[src/rtl/pc_pkg.sv]
// Shared definitions for the program-counter sequencer and the branch unit.
// Holds the sequencer state enum, the fixed PC step and the alignment mask
// helper keyed on the instruction alignment (16 or 32 bits).
package pc_pkg;

  typedef enum logic [1:0] {
    BOOT  = 2'd0,
    FETCH = 2'd1,
    TRAP  = 2'd2
  } pc_state_t;

  // The sequencer always advances by a full word, even with compressed
  // instructions enabled (IALIGN=16).
  localparam int STEP = 4;

  // Low address bits that must be zero for a legal target.
  function automatic logic [1:0] align_mask(input int ialign);
    return (ialign == 16) ? 2'b01 : 2'b11;
  endfunction

endpackage

[src/rtl/pc_align_check.sv]
// Instruction-address alignment check, shared with the branch unit.
// Ports: target (candidate address) -> aligned (1 when the low bits selected
// by IALIGN are all zero). Purely combinational.
module pc_align_check
  import pc_pkg::*;
#(
  parameter int DATA_WIDTH = 32,
  parameter int IALIGN     = 32
) (
  input  logic [DATA_WIDTH-1:0] target,
  output logic                  aligned
);

  // Only the two low bits matter; fold the rest away explicitly.
  logic unused_hi;
  assign unused_hi = ^target[DATA_WIDTH-1:2];

  assign aligned = ((target[1:0] & align_mask(IALIGN)) == 2'b00);

endmodule

[src/rtl/pc_sequencer.sv]
// Program-counter sequencer: BOOT -> FETCH, redirects, misaligned-target trap.
// Ports: clk/reset (sync, active-high); stall, redirect_valid/redirect_target,
// fetch_ready in; fetch_valid, PC, pc_plus_step, misaligned, fetch_count out.
module pc_sequencer
  import pc_pkg::*;
#(
  parameter int                    DATA_WIDTH   = 32,
  parameter logic [DATA_WIDTH-1:0] RESET_VECTOR = '0,
  parameter int                    IALIGN       = 32,
  parameter int                    CNT_WIDTH    = 16
) (
  input  logic                  clk,
  input  logic                  reset,
  input  logic                  stall,
  input  logic                  redirect_valid,
  input  logic [DATA_WIDTH-1:0] redirect_target,
  input  logic                  fetch_ready,
  output logic                  fetch_valid,
  output logic [DATA_WIDTH-1:0] PC,
  output logic [DATA_WIDTH-1:0] pc_plus_step,
  output logic                  misaligned,
  output logic [CNT_WIDTH-1:0]  fetch_count
);

  localparam logic [DATA_WIDTH-1:0] STEP_W = DATA_WIDTH'(STEP);
  localparam logic [1:0]            RV_LOW = RESET_VECTOR[1:0];

  // Configuration sanity checks, resolved at elaboration.
  if (IALIGN != 16 && IALIGN != 32) begin : g_bad_ialign
    $error("pc_sequencer: IALIGN must be 16 or 32");
  end
  if ((RV_LOW & align_mask(IALIGN)) != 2'b00) begin : g_bad_reset_vector
    $error("pc_sequencer: RESET_VECTOR violates IALIGN alignment");
  end

  pc_state_t state, state_nxt;
  logic      target_aligned;
  logic      handshake;

  pc_align_check #(
    .DATA_WIDTH (DATA_WIDTH),
    .IALIGN     (IALIGN)
  ) u_align (
    .target  (redirect_target),
    .aligned (target_aligned)
  );

  // State register.
  always_ff @(posedge clk) begin
    if (reset) begin
      state <= BOOT;
    end else begin
      state <= state_nxt;
    end
  end

  // Next-state logic: a redirect wins over everything except reset and
  // decides FETCH vs TRAP purely on target alignment, from any state.
  always_comb begin
    state_nxt = state;
    if (redirect_valid) begin
      state_nxt = target_aligned ? FETCH : TRAP;
    end else begin
      case (state)
        BOOT:    state_nxt = FETCH;
        FETCH:   state_nxt = FETCH;
        TRAP:    state_nxt = TRAP;
        default: state_nxt = BOOT;
      endcase
    end
  end

  // Output logic.
  always_comb begin
    fetch_valid = (state == FETCH) && !stall;
  end

  assign handshake    = fetch_valid && fetch_ready;
  assign pc_plus_step = PC + STEP_W;

  // Datapath. A redirect swallows a coincident handshake: the PC takes the
  // target and the fetch is not counted. On a misaligned redirect the target
  // is still loaded so the trap handler can see the offending address.
  always_ff @(posedge clk) begin
    if (reset) begin
      PC          <= RESET_VECTOR;
      misaligned  <= 1'b0;
      fetch_count <= '0;
    end else if (redirect_valid) begin
      PC         <= redirect_target;
      misaligned <= !target_aligned;
    end else if (handshake) begin
      PC          <= pc_plus_step;
      fetch_count <= fetch_count + CNT_WIDTH'(1);
    end
  end

endmodule

[config.mk]
export PLATFORM = sky130hd
export DESIGN_NAME = pc_sequencer
export DESIGN_NICKNAME = d
export VERILOG_FILES = /design/src/rtl/pc_pkg.sv /design/src/rtl/pc_align_check.sv /design/src/rtl/pc_sequencer.sv
export SDC_FILE = /design/constraint.sdc
export NUM_CORES = 1
export LEC_CHECK = 0
export CAP_MARGIN = 15
export CORE_MARGIN = 8
export CORE_UTILIZATION = 45
export CTS_BUF_LIST = sky130_fd_sc_hd__clkbuf_16
export CTS_CLUSTER_SIZE = 8
export DETAILED_ROUTE_END_ITERATION = 16
export GPL_ROUTABILITY_DRIVEN = 0
export PLACE_DENSITY = 0.83
export SYNTH_ARGS = -nofsm -noshare
export SYNTH_HDL_FRONTEND = slang
export SYNTH_HIERARCHICAL = 1
export SYNTH_SLANG_ARGS = --single-unit
[constraint.sdc]
create_clock -name clk -period 5.5 [get_ports clk]
set_input_delay 1.1 -clock clk [delete_from_list [all_inputs] [get_ports clk]]
set_output_delay 1.1 -clock clk [all_outputs]
set_load 0.005 [all_outputs]
==> results.json, run 1 <==
{
  "cap_violations": 0,
  "placed_cells": 590,
  "dieHeight_um": 100,
  "tightest_slew_ns": 1.02,
  "fin_nets": 541,
  "insertion_delay_ns": 0.29,
  "die_w_um": 100,
  "synth.distinct_cells": 54,
  "cts_tree": "built",
  "worstPathRequired_ns": 4.40,
  "timing.final.crit_share": 0.737,
  "worst_ir_drop_vdd_mv": 0.158,
  "core_area_mm2": 0.00683,
  "numCtsBuffers": 5,
  "insertedDiodeCount": 0,
  "route.detailed.drc": 0,
  "dieArea_mm2": 0.0101,
  "seq_area_frac_synth": 0.318,
  "holdWs_ns": 0.488,
  "hold_path.class": "register to register",
  "cts_resized": 0,
  "wl_met1_um": 4380,
  "finalNonFillerCells": 599,
  "async_flop_share": 0,
  "io_pins": 119,
  "finClkSkew_ns": 0.00718,
  "max_slew_margin": 0.319,
  "p_leak_uw": 0.00153,
  "synth_area_mm2": 0.00321,
  "syn_area_per_cell_um2": 7.89,
  "synth-edff-count": 0,
  "rsz0062_at_grt": "false",
  "cts.sinks": 51,
  "finalWirelength_um": 10300,
  "synthCells": 407,
  "grt_pass1_wl_um": 16300,
  "maxSlewViolCount": 0,
  "post_cts_buffers": 0,
  "firstDrtPassIters": 5,
  "wire_per_inst_um": 17.2,
  "p_per_area_mw_per_mm2": 215,
  "holdBufCountCts": 0,
  "synth_nets": 446,
  "critPathKind": "register to primary output",
  "route.met2.wl_um": 4800,
  "area_growth_pct": 42.8,
  "port_buffers": 118,
  "finalCriticalPeriod_ns": 4.05,
  "grt_max_degree": 56,
  "dp_hpwl_um": 7430,
  "synth-seq-cells": 51,
  "viasPerCell": 5.88,
  "drt_iter0_drc": 255,
  "hold_viol": 0,
  "crit_arrival_ns": 2.95,
  "drive_gt1_frac": 0.0497,
  "grt_pass1_vias": 3289,
  "initial_utilization": 0.470,
  "n_fill_cell": 589,
  "ant_nets": 0,
  "setup_violations": 0,
  "critPathCaptureType": "primary output",
  "vias": 3520,
  "synth_flop_cell": "dfxtp_1",
  "dr_wl_met3_um": 1010,
  "crit_fanout": 13,
  "htreeDepth": 2,
  "path_clk_slew_ns": 0.06,
  "grt_antenna_before_repair": 0,
  "row_count": 30,
  "timing.fmax_mhz": 247,
  "grt_overflow": 0,
  "tns_ns": 0,
  "cts_root_buf": "clkbuf_16",
  "top_layer_used": "met4",
  "startpoint_type": "register",
  "ys_warn_count": 6,
  "grt_usage": 0.197,
  "cts_buffer_depth": 2,
  "status": "finished, final reports clean"
}
## Yosys cell counts (9+ instances only)
cell type	count	share of area
nor2_1	45	0.053
xor2_1	21	0.057
a21oi_1	13	0.020
a211oi_1	12	0.028
inv_1	12	0.014
dfxtp_1	51	0.32
nor3_1	17	0.027
o21ai_0	9	0.014
nor4_1	16	0.031
clkbuf_1	23	0.027
xnor2_1	25	0.068
a311oi_1	12	0.033
o31ai_1	12	0.028
nand4_1	14	0.027
or4_1	11	0.026
nand3_1	17	0.027
nand2_1	30	0.035
## cells in the final DEF (no fill, tap or decap), types with 4 or more instances in the layout
master and count:
clkdlybuf4s50_1 117, dfxtp_1 51, nor2_1 45, nand2_1 30, xnor2_1 25, xor2_1 21
nand3_1 17, nor3_1 17, nor4_1 16, nand4_1 14, inv_1 13, a21oi_1 13
o31ai_1 12, a311oi_1 12, a211oi_1 12, or4_1 11, o21ai_0 9, and4_1 6
or3_1 6, clkbuf_16 5, and3_1 4, buf_4 4
## cell families (layout without fill, tap and decap cells)
group | after synthesis | count (layout) | share of synthesized area
and+or+nand+nor | 186 | 186 | 0.317
AOI/OAI and AO/OA | 73 | 73 | 0.163
DFF | 51 | 51 | 0.318
buffers and inverters | 47 | 143 | 0.0620
xor gates and xnor gates | 46 | 46 | 0.126
adders and majority gates | 2 | 2 | 0.00780
muxes | 2 | 2 | 0.00624
## where the power goes
group	internal [µW]	switching [µW]	total, µW
Combinational	105	63.8	168
Sequential	387	33.1	420
Clock	259	139	399
Total	751	236	987
## per-stage QoR
stage | util | total power, µW | cell area [µm²] | worst slack, ns
after floorplan | - | 488 | 3210 | 2.51
after global placement | 0.642 | 592 | 4390 | 1.60
after detailed placement | 0.642 | 597 | 4390 | 1.46
after CTS | 0.670 | 994 | 4580 | 1.16
after global routing | 0.671 | 1030 | 4580 | 1.17
final | 0.671 | 987 | 4580 | 1.45
## state kept, by name, indices dropped and copies added, names as in the netlist
signal and count:
PC 32, state 2, fetch_count 16, misaligned 1
## critical path: stages (launching register included)
cell and delay (ns):
dfxtp_1 0.48, nand3_1 0.40, nor4_1 0.76, clkbuf_2 0.28, nand2_1 0.08, xnor2_1 0.15
clkdlybuf4s50_1 0.52
## path summary, 6_finish.rpt
| path | start | endpoint | slack (ns) | depth (start not counted) |
|---|---|---|---|---|
| setup / recovery | PC[6]$_SDFFE_PP0P_ | pc_plus_step[30] | 1.45 | 6 |
| hold reg to reg | fetch_count[15]$_SDFFE_PP0P_ | fetch_count[15]$_SDFFE_PP0P_ | 0.49 | 2 |
| setup reg to reg | PC[2]$_SDFFE_PP0P_ | PC[24]$_SDFFE_PP0P_ | 3.05 | 5 |
| hold / removal | fetch_count[15]$_SDFFE_PP0P_ | fetch_count[15]$_SDFFE_PP0P_ | 0.49 | 2 |
## metal layers
| metal | vias to the layer above | track usage |
|---|---|---|
| li1 | 1707 | - |
| met1 | 1632 | 0.241 |
| met2 | 169 | 0.327 |
| met3 | 12 | 0.0580 |
| met4 | 0 | 0.0547 |
| met5 | - | 0 |
## final cells by class
class	instances	area, µm²	area share
Tap cell	96	120	0.0262
Clock buffer	5	125	0.0273
Multi-Input combinational cell	309	2000	0.436
Inverter	12	45.0	0.00983
Clock inverter	3	63.8	0.0139
Sequential cell	51	1020	0.223
Timing Repair Buffer	123	1210	0.264
Power figures use the tool's default switching activity.
==> inputs of run 2 (changes only) <==
- clock period: 5.5 -> 3.8 ns (I/O delays scaled with it)
==> results.json, run 2 (same netlist as run 1, synthesis figures left out) <==
{
  "grt_antenna_before_repair": 0,
  "grt_overflow": 0,
  "drt_iter0_drc": 193,
  "cts_buffer_depth": 2,
  "p_switching_uw": 355,
  "worst_ir_drop_vdd_mv": 0.179,
  "path_clk_slew_ns": 0.07,
  "cts_root_buf": "clkbuf_16",
  "worstHoldStart": "misaligned$_SDFFE_PP0P_",
  "wire_per_inst_um": 17.1,
  "top_register": "PC",
  "holdWs_ns": 0.502,
  "sw_frac_of_total": 0.270,
  "p_seq_frac": 0.461,
  "finalWirelength_um": 10300,
  "setup_ws_ns": 0.231,
  "r2r_cells": 5,
  "pwr-share-comb": 0.186,
  "route.detailed.drc": 0,
  "status": "finished, final reports clean",
  "insertion_delay_ns": 0.29,
  "port_buffers": 118,
  "tns_ns": 0,
  "hold_viol": 0,
  "row_count": 30,
  "register_area_mm2": 0.00102,
  "cts.sinks": 51,
  "io_pins": 119,
  "p_int_uw": 963,
  "crit_fanout": 10,
  "crit_arrival_ns": 2.81,
  "timing.fmax_mhz": 280,
  "viasPerCell": 5.77,
  "timing.final.crit_share": 0.939,
  "worstPathRequired_ns": 3.04,
  "critPathKind": "register to primary output",
  "largest_reg_flops": 32,
  "min_to": "misaligned$_SDFFE_PP0P_",
  "holdBufCountCts": 0,
  "dp_hpwl_um": 7650,
  "max_slew_margin": 0.306,
  "core_area_mm2": 0.00683,
  "ant_nets": 0,
  "firstDrtPassIters": 4,
  "p_leak_uw": 0.00153,
  "cts_tree": "built",
  "insertedDiodeCount": 0,
  "grt_max_degree": 56,
  "tightest_slew_ns": 1.04,
  "n_fill_cell": 612,
  "rsz0062_at_grt": "false",
  "grt_pass1_vias": 3265,
  "fin_nets": 544,
  "hold_path.class": "register to register",
  "ff2ff_setup_slack_ns": 1.36,
  "regToRegStartpoint": "PC[2]$_SDFFE_PP0P_",
  "dp_slack_ns": 0.511,
  "final_common_cell": "clkdlybuf4s50_1",
  "top_regs": "PC (32), fetch_count (16), state (2)",
  "htreeDepth": 2,
  "numCtsBuffers": 5,
  "drive_gt1_frac": 0.0613,
  "area_growth_pct": 42.8,
  "p_per_area_mw_per_mm2": 288,
  "layout_common_cells": "clkdlybuf4s50_1 (117), dfxtp_1 (51), nor2_1 (45)",
  "r2r_end": "PC[26]$_SDFFE_PP0P_",
  "cap_violations": 0,
  "p_clk_frac": 0.353,
  "critPathCaptureType": "primary output",
  "finClkSkew_ns": 0.0103,
  "holdPathStages": 2,
  "multi_input_area_mm2": 0.00201,
  "dieHeight_um": 100,
  "finalCriticalPeriod_ns": 3.57,
  "vias": 3473,
  "fin_util": 0.671,
  "die_w_um": 100,
  "grt_pass1_wl_um": 16800,
  "dieArea_mm2": 0.0101,
  "startpoint_type": "register",
  "maxSlewViolCount": 0,
  "initial_utilization": 0.470,
  "grt_usage": 0.202,
  "setup_violations": 0
}
-- run 2: cell count changes in the layout (fill, tap and decap cells not counted), sizes merged --
cell,delta
inv,+1
clkbuf,-1
clkinv,+1
bufinv,-2
buf,+4
-- run 2: worst max path at each step --
stage	end	slack (ns)	startpoint	cells after the start
after floorplan	pc_plus_step[26]	1.15	PC[2]$_SDFFE_PP0P_	6
after global placement	fetch_valid	0.60	stall	4
after detailed placement	pc_plus_step[28]	0.51	PC[2]$_SDFFE_PP0P_	6
after CTS	pc_plus_step[28]	0.19	PC[2]$_SDFFE_PP0P_	6
after global routing	pc_plus_step[24]	0.01	PC[2]$_SDFFE_PP0P_	6
final	pc_plus_step[24]	0.23	PC[2]$_SDFFE_PP0P_	6
-- run 2: per-layer routing --
layer / vias up / part of all wire / GRT usage / routed length [µm]
met5: - / 0 / 0 / 0
met4: 0 / 0.011 / 0.0477 / 109
met3: 11 / 0.093 / 0.0622 / 956
met2: 124 / 0.48 / 0.330 / 4910
met1: 1640 / 0.42 / 0.252 / 4350
li1: 1698 / - / - / -
-- run 2: metrics by stage --
step	cells	total power, µW	instance area [µm²]
after floorplan	407	707	3210
after global placement	594	858	4420
after detailed placement	594	865	4420
after CTS	602	1330	4570
after global routing	602	1380	4580
final	602	1320	4580
-- run 2: area by class of cell --
cell class / count / share of cell area
flip-flops and latches: 51 / 0.223
clock inverters: 3 / 0.00573
inverters: 12 / 0.00983
well taps: 96 / 0.0262
clock buffers: 5 / 0.0273
repair buffers: 126 / 0.270
multi-input cells: 309 / 0.438
-- run 2: power by group through the flow --
stage | clock (µW) | sequential (µW) | combinational (µW)
after floorplan | 0 | 604 | 103
after global placement | 0 | 615 | 243
after detailed placement | 0 | 618 | 247
after CTS | 473 | 606 | 249
after global routing | 500 | 613 | 268
final | 465 | 607 | 246
-- run 2: worst max-delay path: stages, from the launching register on --
cell and delay [ns]:
dfxtp_1 0.45, ha_1 0.28, nand3_2 0.23, or4_4 0.63
nor3_1 0.21, xor2_1 0.18, clkdlybuf4s50_1 0.53
-- run 2: timing repair --
action,CTS,global route
buffers inserted,0,0
endpoints found under the setup margin,0,2
hold endpoints to repair,0,0
gates resized for setup,0,2
